`src/rtl/kalman_filter_mc.sv`:
```
// kalman_filter_mc -- multi-channel scalar Kalman filter for the gyro path.
// One shared predict / gain / update datapath serves N_CH independent
// channels. Each channel keeps its own (x, P) pair. The gain is produced by
// a restoring divider that emits one quotient bit per cycle.
//
// Ports
//   i_clk, i_rst_n      clock, async active-low reset
//   i_meas_vld/o_ready  input handshake (accept on vld & ready)
//   i_meas_ch, i_meas   channel index and signed measurement z
//   i_kal_Q, i_kal_R    process / measurement noise, captured at accept
//   i_ch_clr            per-channel state clear bitmask (level, every cycle)
//   o_vld               one-cycle result strobe
//   o_ch, x_out, p_out  channel, filtered estimate, updated covariance

// Per-channel state pair. A clear always wins over a write-back.
module kalman_ch_state #(
  parameter int DATA_W = 32
) (
  input  logic              clk,
  input  logic              rst_n,
  input  logic              clr,
  input  logic              wr,
  input  logic [DATA_W-1:0] x_d,
  input  logic [DATA_W-1:0] p_d,
  output logic [DATA_W-1:0] x_q,
  output logic [DATA_W-1:0] p_q
);
  always_ff @(posedge clk or negedge rst_n) begin
    if (!rst_n) begin
      x_q <= '0;
      p_q <= '0;
    end else if (clr) begin
      x_q <= '0;
      p_q <= '0;
    end else if (wr) begin
      x_q <= x_d;
      p_q <= p_d;
    end
  end
endmodule

module kalman_filter_mc #(
  parameter int N_CH   = 3,
  parameter int MEAS_W = 14,
  parameter int DATA_W = 32,
  parameter int FRAC_W = 16,
  parameter int CH_W   = (N_CH > 1) ? $clog2(N_CH) : 1
) (
  input  logic              i_clk,
  input  logic              i_rst_n,
  input  logic              i_meas_vld,
  input  logic [CH_W-1:0]   i_meas_ch,
  input  logic [MEAS_W-1:0] i_meas,
  output logic              o_ready,
  input  logic [DATA_W-1:0] i_kal_Q,
  input  logic [DATA_W-1:0] i_kal_R,
  input  logic [N_CH-1:0]   i_ch_clr,
  output logic              o_vld,
  output logic [CH_W-1:0]   o_ch,
  output logic [DATA_W-1:0] x_out,
  output logic [DATA_W-1:0] p_out
);
  localparam int CNT_W = $clog2(FRAC_W + 1);
  localparam int EK_W  = DATA_W + FRAC_W + 3;  // signed e * K
  localparam int PK_W  = DATA_W + FRAC_W;      // Pp * K, K <= 2^FRAC_W

  typedef enum logic [2:0] {S_IDLE, S_PRED, S_DIV, S_UPD, S_WB} state_t;
  state_t state;

  // Captured transaction
  logic [CH_W-1:0]          ch_r;
  logic signed [DATA_W:0]   z_r;
  logic [DATA_W-1:0]        q_r, r_r, x_r, p_r;
  logic                     clr_hit;
  // Datapath
  logic [DATA_W-1:0]        pp_r;
  logic [DATA_W:0]          d_r;
  logic [DATA_W+1:0]        rem_r;
  logic [FRAC_W:0]          k_r;
  logic [CNT_W-1:0]         div_cnt;
  logic [DATA_W-1:0]        x_new_r, p_new_r;

  logic [N_CH-1:0][DATA_W-1:0] x_q, p_q;

  assign o_ready = (state == S_IDLE);

  logic ch_ok;
  assign ch_ok = (int'(i_meas_ch) < N_CH);

  // Predict: Pp = sat(P + Q), D = Pp + R at one extra bit
  logic [DATA_W:0]   pq_sum, d_sum;
  logic [DATA_W-1:0] pp_sat;
  assign pq_sum = {1'b0, p_r} + {1'b0, q_r};
  assign pp_sat = pq_sum[DATA_W] ? '1 : pq_sum[DATA_W-1:0];
  assign d_sum  = {1'b0, pp_sat} + {1'b0, r_r};

  // Restoring divide of Pp * 2^FRAC_W by D. Since Pp <= D the top quotient
  // bit is just (Pp >= D), so the first step compares without shifting.
  logic [DATA_W+1:0] div_cur, div_d;
  logic              div_ge;
  assign div_cur = (div_cnt == '0) ? rem_r : {rem_r[DATA_W:0], 1'b0};
  assign div_d   = {1'b0, d_r};
  assign div_ge  = (div_cur >= div_d);

  // Update. D == 0 implies Pp == 0; the divider would return all ones there.
  logic [FRAC_W:0]        k_eff;
  logic signed [DATA_W:0] e_s;
  logic signed [EK_W-1:0] ek_w;
  logic [PK_W-1:0]        pk_w;
  assign k_eff = (d_r == '0) ? '0 : k_r;
  assign e_s   = z_r - $signed({x_r[DATA_W-1], x_r});
  assign ek_w  = EK_W'(e_s) * $signed(EK_W'(k_eff));
  assign pk_w  = PK_W'(pp_r) * PK_W'(k_eff);

  logic wb_wr;
  assign wb_wr = (state == S_WB) && !clr_hit;

  for (genvar c = 0; c < N_CH; c++) begin : g_ch
    kalman_ch_state #(.DATA_W(DATA_W)) u_st (
      .clk   (i_clk),
      .rst_n (i_rst_n),
      .clr   (i_ch_clr[c]),
      .wr    (wb_wr && (ch_r == CH_W'(c))),
      .x_d   (x_new_r),
      .p_d   (p_new_r),
      .x_q   (x_q[c]),
      .p_q   (p_q[c])
    );
  end

  always_ff @(posedge i_clk or negedge i_rst_n) begin
    if (!i_rst_n) begin
      state   <= S_IDLE;
      ch_r    <= '0;
      z_r     <= '0;
      q_r     <= '0;
      r_r     <= '0;
      x_r     <= '0;
      p_r     <= '0;
      clr_hit <= 1'b0;
      pp_r    <= '0;
      d_r     <= '0;
      rem_r   <= '0;
      k_r     <= '0;
      div_cnt <= '0;
      x_new_r <= '0;
      p_new_r <= '0;
      o_vld   <= 1'b0;
      o_ch    <= '0;
      x_out   <= '0;
      p_out   <= '0;
    end else begin
      o_vld <= 1'b0;
      // A clear seen anywhere while in flight cancels the write-back.
      if (state != S_IDLE && i_ch_clr[ch_r]) clr_hit <= 1'b1;
      case (state)
        S_IDLE: begin
          // Out-of-range channels are swallowed without leaving IDLE.
          if (i_meas_vld && ch_ok) begin
            ch_r    <= i_meas_ch;
            z_r     <= (DATA_W+1)'($signed(i_meas));
            q_r     <= i_kal_Q;
            r_r     <= i_kal_R;
            x_r     <= x_q[i_meas_ch];
            p_r     <= p_q[i_meas_ch];
            clr_hit <= i_ch_clr[i_meas_ch];
            state   <= S_PRED;
          end
        end
        S_PRED: begin
          pp_r    <= pp_sat;
          d_r     <= d_sum;
          rem_r   <= {2'b00, pp_sat};
          k_r     <= '0;
          div_cnt <= '0;
          state   <= S_DIV;
        end
        S_DIV: begin
          rem_r   <= div_ge ? (div_cur - div_d) : div_cur;
          k_r     <= {k_r[FRAC_W-1:0], div_ge};
          div_cnt <= div_cnt + 1'b1;
          if (div_cnt == CNT_W'(FRAC_W)) state <= S_UPD;
        end
        S_UPD: begin
          x_new_r <= x_r + DATA_W'(ek_w >>> FRAC_W);
          p_new_r <= pp_r - DATA_W'(pk_w >> FRAC_W);
          state   <= S_WB;
        end
        S_WB: begin
          o_vld <= 1'b1;
          o_ch  <= ch_r;
          x_out <= x_new_r;
          p_out <= p_new_r;
          state <= S_IDLE;
        end
        default: state <= S_IDLE;
      endcase
    end
  end
endmodule

```
`config.mk`:
```
export PLATFORM = sky130hd
export DESIGN_NAME = kalman_filter_mc
export DESIGN_NICKNAME = d
export VERILOG_FILES = /design/src/rtl/kalman_filter_mc.sv
export SDC_FILE = /design/constraint.sdc
export NUM_CORES = 2
export LEC_CHECK = 0
export CORE_ASPECT_RATIO = 1.25
export CORE_MARGIN = 2
export CORE_UTILIZATION = 37
export CTS_CLUSTER_DIAMETER = 80
export DETAILED_ROUTE_END_ITERATION = 16
export PLACE_DENSITY = 0.6
export SLEW_MARGIN = 20
export SYNTH_ARGS = -nofsm -noshare
export SYNTH_HDL_FRONTEND = slang
export SYNTH_HIERARCHICAL = 1
export SYNTH_SLANG_ARGS = --single-unit
```
`constraint.sdc`:
```
create_clock -name i_clk -period 15.37 [get_ports i_clk]
set_clock_uncertainty 0.2 [all_clocks]
set_input_delay 4.611 -clock i_clk [delete_from_list [all_inputs] [get_ports i_clk]]
set_output_delay 4.611 -clock i_clk [all_outputs]
set_load 0.02 [all_outputs]
```
==> flow_summary.ini <==
[final_layout]
fin_nets = 8907
drive_gt1_frac = 0.06007
fillCellCount = 18180
areaGrowthSynthToFinish_pct = 8.745

[yosys]
seq_area_frac_synth = 0.2174
ys_types = 85
ys_warn_count = 6
yosysMostFrequentCell = inv_1
yosys.area.top_type = fa_1
synth_edf_count = 0
synth.net_count = 8944
synth_area_per_cell_um2 = 9.125
syn-instance-count = 7468
syn-cell-area_um2 = 68150
synth_commonest_cells = inv_1 (1,320), fa_1 (966), nand2_1 (928)
synth-seq-cells = 592
synth_top_flop_cell = dfrtp_1
async_flop_share = 1.000
synth_top_area_frac = 0.2838
synth_area_leaders = fa_1 (28%), dfrtp_1 (22%), ha_1 (7.8%), inv_1 (7.3%), nand2_1 (5.1%)

[drt]
drtAntennaViolNets = 0
post_drt_wl_per_cell_um = 20.78
route.detailed.drc = 0
drt_iter0_markers = 3422
vias = 51970
vias_per_cell = 5.261
drtPass1Iterations = 7
wirelength_um = 205200

[grt]
gr-total-overflow = 0
antenna_found_initial = 9
grt.total_usage = 0.2210
grt_max_degree = 173
grt_pass1_vias = 55340
grt_first_pass_wirelength_um = 324700

[timing]
tns_ps = 0
fin_crit_ps = 12410
setup_viol = 0
tightest_slew_ps = 1205
timing.fmax_mhz = 80.59
rsz0062_at_grt = false
hold_viol_final = 0
final_max_slew_viol_count = 0
relSlewSlack = 0.1966
fin_crit_sh = 0.8073

[floorplanning]
die_h_um = 483.8
io_pins = 154
start_util = 0.3715
die_w_um = 387.9
rows = 176
coreArea_um2 = 183400
dieArea_um2 = 187700

[clock_network]
root_buffer = clkbuf_16
h-tree-depth = 2
numClockSinks = 592
cts_resized = 0
worstSkewPairLatency_ps = 670
cts_setup_buffers = 0
numCtsBuffers = 58
clkTransAtPathRegs_ps = 70
cts_tree = done
clock_path_buffers = 3
holdBufCountCts = 0

[placement]
gp_congestion = 0.9340
place_hpwl_um = 155300
port_buffers = 153

[critical_path]
critical_path.endpoint_type = register
crit_top_cell = fa_1
r2r_setup_slack_ps = 2960
critPathMaxFanout = 7
slowest_stage = xnor2_1
max_stage_delay_ps = 870
ff2ff_path_depth = 43
r2r_start = x_r[0]
cp-start-kind = register
crit_required_ps = 15690
path_class = register to register
arrival_ps = 12730
rr_endpoint = x_new_r[31]

[hold_path]
hold_depth = 2
hold_class = register to register
min_from = d_r[13]
min_to = d_r[13]

[run]
maxCapViolCount = 0

[status]
status = finished, final reports clean
==> area by class of cell <==
class | count | area [µm²] | area share
Timing Repair Buffer | 270 | 2422 | 0.03269
Clock inverter | 28 | 362.8 | 0.004896
Inverter | 1321 | 4959 | 0.06691
Clock buffer | 75 | 1597 | 0.02154
Sequential cell | 592 | 14820 | 0.1999
Multi-Input combinational cell | 5188 | 46940 | 0.6334
Tap cell | 2403 | 3007 | 0.04057
Antenna cell | 1 | 2.502 | 0.00003377
==> metrics by stage <==
stage | util | hold WS (ps) | std cells | worst slack [ps] | cell area [µm²]
after floorplan | - | 249.8 | 7468 | 4933 | 68150
after global placement | 0.3932 | 268.1 | 9774 | 2957 | 72130
after detailed placement | 0.3932 | 270.0 | 9774 | 2817 | 72130
after CTS | 0.4039 | 286.6 | 9877 | 2768 | 74090
after global routing | 0.4040 | 311.7 | 9878 | 2425 | 74110
final | 0.4040 | 280.1 | 9878 | 2962 | 74110
==> routing by layer <==
metal  GRT usage  up-vias  wire (µm)
met4     0.08328        4       8856
met5           0        -         27
met3     0.02520      398      11850
met1      0.2959    26580      87540
li1            -    23350          -
met2      0.3670     1640      96950
==> registers in the layout, indices dropped and copies added, names as in the netlist, 14 cells and up <==
| signal | count |
|---|---|
| d_r | 33 |
| g_ch.u_st/p_q | 96 |
| g_ch.u_st/x_q | 96 |
| k_r | 17 |
| p_new_r | 32 |
| p_out | 32 |
| p_r | 32 |
| pp_r | 32 |
| q_r | 32 |
| r_r | 32 |
| rem_r | 34 |
| x_new_r | 32 |
| x_out | 32 |
| x_r | 32 |
| z_r | 14 |
==> how the worst max path moves through the flow <==
stage | to | cells after the start | start
final | x_new_r[31] | 43 | x_r[0]
after CTS | x_new_r[31] | 41 | x_r[0]
after detailed placement | x_new_r[31] | 41 | x_r[0]
after floorplan | x_new_r[31] | 43 | x_r[0]
after global routing | x_new_r[31] | 43 | z_r[13]
after global placement | x_new_r[31] | 41 | x_r[0]
==> kinds of logic after synthesis <==
logic type / share of synthesized area
adders and majority gates: 0.3616
muxes: 0.06865
xor gates and xnor gates: 0.03431
DFF: 0.2174
buffers and inverters: 0.09654
and+or+nand+nor: 0.1364
AOI/OAI and AO/OA: 0.08512
==> cell usage in the layout, fill, tap and decap left out, drive strengths merged, types with 30 or more instances in the layout <==
cell	netlist	routed
inv	1320	1327
fa	966	966
nand2	928	928
nor2	748	748
dfrtp	592	592
ha	424	424
o21ai	274	274
mux2i	266	266
a21oi	246	246
mux2	179	179
and3	178	178
xnor2	153	153
clkdlybuf4s50	0	147
buf	71	123
xor2	114	114
a21o	110	110
clkbuf	296	75
a211oi	52	52
nand2b	42	42
and2	42	42
nand3	39	39
nor2b	36	36
nor3	35	35
o21a	31	31
nand4	30	30
==> critical path, delay by kind of cell, from the launching register on <==
family                   cells  cell delay (ps)
AO/OA/AOI/OAI               20             4640
adder cells (fa/ha/maj)     10             4530
XOR/XNOR                     4             1530
AND/OR/NAND/NOR              6              800
flip-flops                   1              410
buffers and inverters        3              140
Power is left out: the tool's default activity adds up to more than one toggle a clock period on the data nets, which glitch-free logic cannot reach.
